==> src/rtl/cpu_wb_multi_pkg.sv <==
// Shared definitions for the multi-issue writeback path.
//   ISSUE_NUM_DEFAULT : default number of write channels
//   MAX_ISSUE         : widest bundle the helpers support
//   Word_t, RegAddr_t : register-file word and address types
//   WbReq_t           : one register-file write request
//   popcount_issue    : number of set enables in a (zero-extended) bundle mask
package cpu_wb_multi_pkg;

    localparam int ISSUE_NUM_DEFAULT = 2;
    localparam int MAX_ISSUE         = 4;

    typedef logic [31:0] Word_t;
    typedef logic [4:0]  RegAddr_t;

    typedef struct packed {
        logic     we;
        RegAddr_t waddr;
        Word_t    wdata;
    } WbReq_t;

    function automatic logic [2:0] popcount_issue(input logic [MAX_ISSUE-1:0] v);
        logic [2:0] c;
        c = '0;
        for (int i = 0; i < MAX_ISSUE; i++) begin
            c = c + {2'b00, v[i]};
        end
        return c;
    endfunction

endpackage

==> src/rtl/cpu_wb_multi_conflict_mask.sv <==
// Combinational write-enable mask for a bundle of register-file writes.
// A channel keeps its enable only if it targets a non-zero register and no
// later (higher-index, younger) channel in the same bundle writes that register.
//   we_i    : per-channel write enables
//   waddr_i : per-channel destinations, channel k at [k*REG_ADDR_W +: REG_ADDR_W]
//   eff_we  : surviving enables
module cpu_wb_multi_conflict_mask #(
    parameter int ISSUE_NUM  = 2,
    parameter int REG_ADDR_W = 5
) (
    input  logic [ISSUE_NUM-1:0]            we_i,
    input  logic [ISSUE_NUM*REG_ADDR_W-1:0] waddr_i,
    output logic [ISSUE_NUM-1:0]            eff_we
);

    always_comb begin
        eff_we = '0;
        for (int k = 0; k < ISSUE_NUM; k++) begin
            eff_we[k] = we_i[k] && (waddr_i[k*REG_ADDR_W +: REG_ADDR_W] != '0);
            // Younger channel to the same register wins.
            for (int j = k + 1; j < ISSUE_NUM; j++) begin
                if (we_i[j] &&
                    (waddr_i[j*REG_ADDR_W +: REG_ADDR_W] == waddr_i[k*REG_ADDR_W +: REG_ADDR_W])) begin
                    eff_we[k] = 1'b0;
                end
            end
        end
    end

endmodule

==> src/rtl/cpu_wb_multi.sv <==
// Writeback pipeline register for the multi-issue core.
// Registers ISSUE_NUM write requests from MEM for the register file, with
// stall hold, flush, $0 suppression, same-address masking and a retired-write
// counter.
//   clk, rst      : clock, asynchronous active-high reset
//   stall_i       : hold outputs and counter
//   flush_i       : clear output enables (overrides stall)
//   we_i/waddr_i/wdata_i : incoming bundle, channel k in slice k
//   we_o/waddr_o/wdata_o : registered bundle toward the register file
//   retired_cnt_o : modulo-2^CNT_W count of committed writes
module cpu_wb_multi
    import cpu_wb_multi_pkg::*;
#(
    parameter int ISSUE_NUM  = ISSUE_NUM_DEFAULT,
    parameter int WORD_W     = 32,
    parameter int REG_ADDR_W = 5,
    parameter int CNT_W      = 32
) (
    input  logic                            clk,
    input  logic                            rst,
    input  logic                            stall_i,
    input  logic                            flush_i,
    input  logic [ISSUE_NUM-1:0]            we_i,
    input  logic [ISSUE_NUM*REG_ADDR_W-1:0] waddr_i,
    input  logic [ISSUE_NUM*WORD_W-1:0]     wdata_i,
    output logic [ISSUE_NUM-1:0]            we_o,
    output logic [ISSUE_NUM*REG_ADDR_W-1:0] waddr_o,
    output logic [ISSUE_NUM*WORD_W-1:0]     wdata_o,
    output logic [CNT_W-1:0]                retired_cnt_o
);

    logic [ISSUE_NUM-1:0]            eff_we_p0;
    logic [MAX_ISSUE-1:0]            eff_we_ext_p0;
    logic [CNT_W-1:0]                inc_p0;

    logic [ISSUE_NUM-1:0]            we_p1;
    logic [ISSUE_NUM*REG_ADDR_W-1:0] waddr_p1;
    logic [ISSUE_NUM*WORD_W-1:0]     wdata_p1;
    logic [CNT_W-1:0]                cnt_p1;

    // ---- stage p0: combinational masking of the incoming bundle ----
    cpu_wb_multi_conflict_mask #(
        .ISSUE_NUM  (ISSUE_NUM),
        .REG_ADDR_W (REG_ADDR_W)
    ) u_mask (
        .we_i    (we_i),
        .waddr_i (waddr_i),
        .eff_we  (eff_we_p0)
    );

    assign eff_we_ext_p0 = MAX_ISSUE'(eff_we_p0);
    assign inc_p0        = CNT_W'(popcount_issue(eff_we_ext_p0));

    // ---- stage p1: writeback register and retired counter ----
    always_ff @(posedge clk or posedge rst) begin
        if (rst) begin
            we_p1    <= '0;
            waddr_p1 <= '0;
            wdata_p1 <= '0;
            cnt_p1   <= '0;
        end else if (flush_i) begin
            // Address/data are don't-care with enables cleared; keep them to save toggles.
            we_p1 <= '0;
        end else if (!stall_i) begin
            we_p1    <= eff_we_p0;
            waddr_p1 <= waddr_i;
            wdata_p1 <= wdata_i;
            cnt_p1   <= cnt_p1 + inc_p0;
        end
    end

    assign we_o          = we_p1;
    assign waddr_o       = waddr_p1;
    assign wdata_o       = wdata_p1;
    assign retired_cnt_o = cnt_p1;

endmodule

==> config.mk <==
export PLATFORM = sky130hd
export DESIGN_NAME = cpu_wb_multi
export DESIGN_NICKNAME = d
export VERILOG_FILES = /design/src/rtl/cpu_wb_multi_pkg.sv /design/src/rtl/cpu_wb_multi_conflict_mask.sv /design/src/rtl/cpu_wb_multi.sv
export SDC_FILE = /design/constraint.sdc
export NUM_CORES = 1
export LEC_CHECK = 0
export ABC_AREA = 1
export BUFFER_PORTS_ARGS = -buffer_cell sky130_fd_sc_hd__buf_2
export CAP_MARGIN = 20
export CELL_PAD_IN_SITES_DETAIL_PLACEMENT = 2
export CELL_PAD_IN_SITES_GLOBAL_PLACEMENT = 2
export CORE_UTILIZATION = 23
export DETAILED_ROUTE_END_ITERATION = 6
export PLACE_DENSITY_LB_ADDON = 0.1
export SLEW_MARGIN = 25
export SYNTH_ARGS = -nofsm -noshare
export SYNTH_HDL_FRONTEND = slang
export SYNTH_HIERARCHICAL = 1
export SYNTH_SLANG_ARGS = --single-unit
==> constraint.sdc <==
create_clock -name clk -period 6.1 [get_ports clk]
set_clock_uncertainty 0.2 [all_clocks]
set_input_delay 0.61 -clock clk [delete_from_list [all_inputs] [get_ports clk]]
set_output_delay 0.61 -clock clk [all_outputs]
set_load 0.05 [all_outputs]
==> flow_metrics.py, run 1 <==
metrics = {
    "final_layout": {
        "drive_gt1_frac": 0.3021,
        "final_common_cell": "nand2_1",
        "most-common-layout-cells": "322 x nand2_1, 187 x buf_2, 108 x dfrtp_1, 38 x inv_1, 31 x nor2_1",
        "final_util": 0.3089,
        "layout.nets": 868,
        "syn2layout_area_growth_pct": 31.09,
    },
    "power_and_ir_drop": {
        "pwr-share-seq": 0.413,
        "switching_share": 0.3808,
        "power_density_nw_per_um2": 316.2,
        "cell_internal_pwr_mw": 1.276,
        "comb_power_share": 0.267,
        "switching_power_mw": 0.7846,
        "clockPowerShare": 0.320,
        "ir_drop_mv": 0.1228,
        "p_leak_nw": 3.616,
    },
    "critical_path": {
        "worst-setup-path-type": "in2reg",
        "end_kind": "flop",
        "reg2reg_from": "retired_cnt_o[0]",
        "reg2reg_to": "retired_cnt_o[18]",
        "max_stage_delay_ns": 0.46,
        "arrival_ns": 2.67,
        "crit_family": "simple AND/OR/NAND/NOR gates",
        "cp.required_ns": 6.14,
        "crit_path_max_fanout": 3,
        "reg2reg_depth": 9,
        "rrSetupSlack_ns": 3.85,
        "start_kind": "primary input",
        "worst-path-buf-inv": 5,
        "cpMaxStageDelayCell": "fa_1",
        "path_cells": "buf_2 > inv_1 > nand2_1 > nand2_1 > nor2_1 > nand3_1 > nand2_1 > inv_1 > inv_1 > fa_1 > inv_1 > ha_1 > nand3_1 > nor2_2 > nand3_1 > o21ai_0 > nand2_1",
    },
    "sta": {
        "worst_slew_pin_slew_ns": 0.8940,
        "setup_slack_ns": 3.466,
        "fin_crit_ns": 2.634,
        "rsz0062_at_grt": "false",
        "relSlewSlack": 0.4026,
        "whs_ns": 0.1440,
        "fin_crit_sh": 0.4319,
        "tns_ns": 0,
        "final-setup-viol-count": 0,
        "slew_viol_final": 0,
        "max_freq_mhz": 379.6,
        "final-hold-violation-count": 0,
    },
    "clock_tree": {
        "clockRootBuffer": "clkbuf_16",
        "cts_tree": "done",
        "cts_setup_buffers": 0,
        "cts_made_buffers": 9,
        "insertion_delay_ns": 0.35,
        "cts_hold_buffers": 0,
        "cts_sinks": 108,
        "cts.path.max_buffers": 2,
        "cts-resized-gates": 0,
        "clk_pin_slew_worst_paths_ns": 0.08,
        "htree_levels": 3,
    },
    "global_routing": {
        "grt_max_degree": 86,
        "antenna_found_initial": 2,
        "track_usage": 0.1574,
        "grt_pass1_wl_mm": 27.00,
        "first_global_vias": 5181,
        "overflow": 0,
    },
    "detailed_routing": {
        "drcViolationCount": 0,
        "drt_iter0_markers": 109,
        "first_pass_iters": 4,
        "vias": 4545,
        "final_antenna_net_count": 0,
        "drt-wirelength-per-cell_um": 15.56,
        "vias_per_cell": 4.260,
        "drt-total-wl_mm": 16.60,
    },
    "die": {
        "core_region_area_sq_um": 21090,
        "die_x_um": 149.0,
        "fp.dieH_um": 149.0,
        "initial_core_util": 0.2357,
        "fp-row-count": 53,
        "die_area_sq_um": 22200,
        "io_pins": 188,
    },
    "logic_synthesis": {
        "synth_cell_types": 25,
        "synth_area_leaders": "dfrtp_1 54%, nand2_1 24%, inv_1 2.9%, nor2_1 2.3%, nor2_4 2.3%",
        "yosysTopAreaCell": "dfrtp_1",
        "ys_ff_latch": 108,
        "ys_warn_count": 6,
        "synth_area_sq_um": 4970,
        "syn-mean-instance-area_sq_um": 8.228,
        "synthCells": 604,
        "syn-num-nets": 686,
        "synth_top_area_share": 0.5438,
        "seq_area_frac_synth": 0.5438,
    },
    "place": {
        "post-place-ws_ns": 3.049,
        "dp_hpwl_mm": 12.41,
        "portBuffers": 187,
        "gp_congestion": 0.7591,
    },
    "flow_run": {
        "drv_cap": 0,
    },
    "min_path": {
        "hold_class": "in2async",
    },
    "outcome": {
        "status": "completed",
    },
}
-- logic make-up after synthesis --
kind of cell	share of synthesized area
fa+ha+maj	0.006546
xor+xnor	0.02770
simple gates	0.3661
compound gates	0.006043
flops	0.5438
buf+inv	0.04985
-- per-stage QoR --
step           instance area (sq um)  std cells  power [mW]
6_report                        6515       1067       2.060
2_1_floorplan                   4970        604       1.253
3_3_place_gp                    6180       1050       1.413
3_5_place_dp                    6180       1050       1.428
4_1_cts                         6504       1066       2.103
5_1_grt                         6515       1067       2.167
-- worst max-delay path by stage --
| stage | startpoint | endpoint | slack [ns] | depth (start not counted) |
|---|---|---|---|---|
| floorplan | rst | retired_cnt_o[0] | 2.44 | 1 |
| global placement | flush_i | retired_cnt_o[17] | 3.11 | 7 |
| detailed placement | waddr_i[0] | retired_cnt_o[18] | 3.05 | 17 |
| CTS | waddr_i[0] | retired_cnt_o[18] | 3.42 | 17 |
| global route | waddr_i[0] | retired_cnt_o[18] | 3.10 | 17 |
| finish | waddr_i[0] | retired_cnt_o[18] | 3.47 | 17 |
-- routing by layer --
| metal | up-vias | global-route usage | wire (um) |
|---|---|---|---|
| li1 | 2183 | - | - |
| met1 | 2239 | 0.1804 | 6768 |
| met2 | 108 | 0.2747 | 8361 |
| met3 | 15 | 0.05199 | 1253 |
| met4 | 0 | 0.05000 | 216 |
| met5 | - | 0 | 0 |
-- power by group through the flow --
stage | sequential, mW | clock (mW) | combinational, mW
2_1_floorplan | 1.14 | 0 | 0.117
3_3_place_gp | 0.862 | 0 | 0.551
3_5_place_dp | 0.866 | 0 | 0.562
4_1_cts | 0.853 | 0.687 | 0.563
5_1_grt | 0.864 | 0.710 | 0.593
6_report | 0.850 | 0.660 | 0.550
-- Yosys cell counts --
master    count
xor2_2        1
nand2_1     322
nor2_4       10
nand3_1      15
nand2_4       2
buf_2        15
dfrtp_1     108
nand2_2       8
nand4_1       5
nor2_2        7
o21ai_0       6
buf_4         3
xnor2_1       5
nor2_8        2
and2_1        1
ha_1          1
xor2_1        7
fa_1          1
nand3_4       2
nor3_1        2
inv_1        39
xnor2_2       1
nor2_1       31
nand3b_1      9
inv_2         1
-- final cells by class --
| class | instances | area, sq um |
|---|---|---|
| inverters | 40 | 152.6 |
| diodes | 1 | 2.502 |
| well taps | 275 | 344.1 |
| fillers | 2505 | 14570 |
| clock buffers | 10 | 229.0 |
| flip-flops and latches | 108 | 2703 |
| multi-input cells | 438 | 2038 |
| clock inverters | 6 | 95.09 |
| repair buffers | 189 | 950.9 |
-- worst register-to-register path, cell delays in order, from the launching register on --
cell and delay [ns]:
dfrtp_1 0.37, inv_1 0.07, fa_1 0.49, inv_1 0.08, ha_1 0.18, nand3_1 0.12, nor2_2 0.18, nand3_1 0.17
o21ai_0 0.20, nand2_1 0.07
-- sequential cells by signal (all words and copies together) (netlist names) --
name	count
retired_cnt_o	32
wdata_o	64
we_o	2
waddr_o	10
No activity file was read; power rests on OpenSTA's default activity.
==> run 2, diff against run 1 <==
clock period = 2.7 ns   (was 6.1 ns; I/O delays follow)
==> run 2 against run 1 <==
Effect of this change:
- total power rose by 120%
- global-route usage is 0.79 points higher
- routed wire length up 6.6%
- die area did not move
- first-iteration DRC count shrank 34%
- final cell count rose by 7.3%
- hold slack got worse by 0.10 ns
- worst setup slack got worse by 3.0 ns
- via count increased by 7.8%
- register-to-register slack got worse by 3.4 ns
==> flow_metrics.py, run 2 (synthesis results as in run 1) <==
metrics = {
    "critical_path": {
        "reg2reg_from": "retired_cnt_o[0]",
        "reg2reg_depth": 9,
        "worst-setup-path-type": "in2reg",
        "crit_path_max_fanout": 3,
        "arrival_ns": 2.31,
        "start_kind": "primary input",
        "cpMaxStageDelayCell": "fa_1",
        "end_kind": "flop",
        "cp.required_ns": 2.74,
        "max_stage_delay_ns": 0.41,
        "path_cells": "buf_2 > inv_1 > nand2_1 > nand2_1 > nor2_1 > nand3_1 > nand2_1 > inv_1 > inv_1 > fa_1 > inv_1 > ha_1 > nand3_1 > nor2_2 > nand3_1 > o21ai_0 > nand2_1",
        "crit_start": "waddr_i[0]",
    },
    "detailed_routing": {
        "drt_iter0_markers": 72,
        "final_antenna_net_count": 0,
        "drcViolationCount": 0,
        "vias_per_cell": 4.279,
        "vias": 4899,
        "drt-wirelength-per-cell_um": 15.46,
        "first_pass_iters": 4,
        "drt-total-wl_mm": 17.70,
    },
    "place": {
        "place_inst": 1053,
        "gp_congestion": 0.7328,
        "dp_hpwl_mm": 12.36,
        "portBuffers": 187,
    },
    "global_routing": {
        "grt_max_degree": 109,
        "antenna_found_initial": 2,
        "grt_pass1_wl_mm": 28.35,
        "overflow": 0,
        "first_global_vias": 5447,
        "track_usage": 0.1653,
    },
    "power_and_ir_drop": {
        "finalPower_mw": 4.584,
        "switching_share": 0.3958,
        "p_leak_nw": 3.927,
        "cell_internal_pwr_mw": 2.770,
        "comb_power_share": 0.294,
        "ir_drop_mv": 0.3292,
        "power_density_nw_per_um2": 631.4,
        "pwr-share-seq": 0.420,
        "clockPowerShare": 0.287,
        "switching_power_mw": 1.814,
    },
    "sta": {
        "tns_ns": 0,
        "fin_crit_ns": 2.274,
        "worst_slew_pin_slew_ns": 0.6153,
        "final-setup-viol-count": 0,
        "fin_crit_sh": 0.8422,
        "whs_ns": 0.04116,
        "relSlewSlack": 0.5898,
        "rsz0062_at_grt": "false",
        "slew_viol_final": 0,
        "max_freq_mhz": 439.7,
        "final-hold-violation-count": 0,
    },
    "final_layout": {
        "syn2layout_area_growth_pct": 46.07,
        "most-common-layout-cells": "322 x nand2_1, 187 x buf_2, 108 x dfrtp_1, 75 x dlygate4sd3_1, 38 x inv_1",
        "layout.nets": 946,
        "drive_gt1_frac": 0.2796,
        "layout.cells.non_filler": 1145,
        "final_common_cell": "nand2_1",
        "largest_reg_flops": 64,
    },
    "clock_tree": {
        "cts_made_buffers": 9,
        "insertion_delay_ns": 0.36,
        "cts_tree": "done",
        "htree_levels": 3,
        "clockRootBuffer": "clkbuf_16",
        "cts_sinks": 108,
        "cts_setup_buffers": 0,
        "cts.path.max_buffers": 2,
        "clk_pin_slew_worst_paths_ns": 0.08,
    },
    "outcome": {
        "status": "completed",
    },
    "flow_run": {
        "drv_cap": 0,
    },
    "die": {
        "die_x_um": 149.0,
        "fp-row-count": 53,
        "die_area_sq_um": 22200,
        "core_region_area_sq_um": 21090,
        "initial_core_util": 0.2357,
        "fp.dieH_um": 149.0,
        "io_pins": 188,
    },
    "min_path": {
        "hold_class": "in2reg",
        "hp-start": "stall_i",
        "hold_path_depth": 3,
    },
}
==> run 2: final timing paths <==
kind,slack (ns),to
max in group asynchronous,1.39,retired_cnt_o[7]
worst min register to register,0.27,wdata_o[36]
min in group asynchronous,0.46,retired_cnt_o[0]
worst max register to register,0.49,retired_cnt_o[18]
worst min-delay path,0.04,we_o[1]
worst max-delay path,0.43,retired_cnt_o[18]
==> run 2: area by class of cell <==
cell class                 instances  area, sq um
inverter                          40        153.9
timing repair buffer             267         1749
antenna                            1        2.502
sequential                       108         2703
tap                              275        344.1
clock buffer                       9        225.2
multi-input combinational        438         2029
fill                            2440        13830
clock inverter                     7        52.55
==> run 2: what timing repair did <==
action,CTS,global route
endpoints found under the hold margin,182,0
gates resized for setup,0,0
hold buffers,75,0
==> run 2: critical path: cells and delay by family <==
kind | cells | cell delay, ns
adders and majority gates | 2 | 0.58
AOI/OAI and AO/OA | 1 | 0.21
buffers and inverters | 5 | 0.37
and+or+nand+nor | 9 | 0.87
==> run 2: power groups by stage <==
stage | sequential (mW) | combinational [mW] | clock (mW)
3_5_place_dp | 1.96 | 1.28 | 0
4_1_cts | 1.93 | 1.37 | 1.37
5_1_grt | 1.95 | 1.44 | 1.42
6_report | 1.92 | 1.35 | 1.31
2_1_floorplan | 2.57 | 0.264 | 0
3_3_place_gp | 1.95 | 1.25 | 0
==> run 2: per-layer routing <==
layer  global-route usage  part of all wire  routed length, um
met3              0.04098             0.054                952
met1               0.1877              0.41               7248
met5                    0                 0                  0
met4              0.06276             0.019                342
met2               0.2963              0.52               9154
==> run 2: metrics by stage <==
stage / worst slack, ns / utilization / cell area (sq um)
finish: 0.4260 / 0.3443 / 7259
global route: 0.1542 / 0.3441 / 7257
CTS: 0.4112 / 0.3441 / 7257
detailed placement: 0.03396 / 0.2954 / 6228
global placement: 0.1702 / 0.2954 / 6228
floorplan: 0.3031 / - / 4974
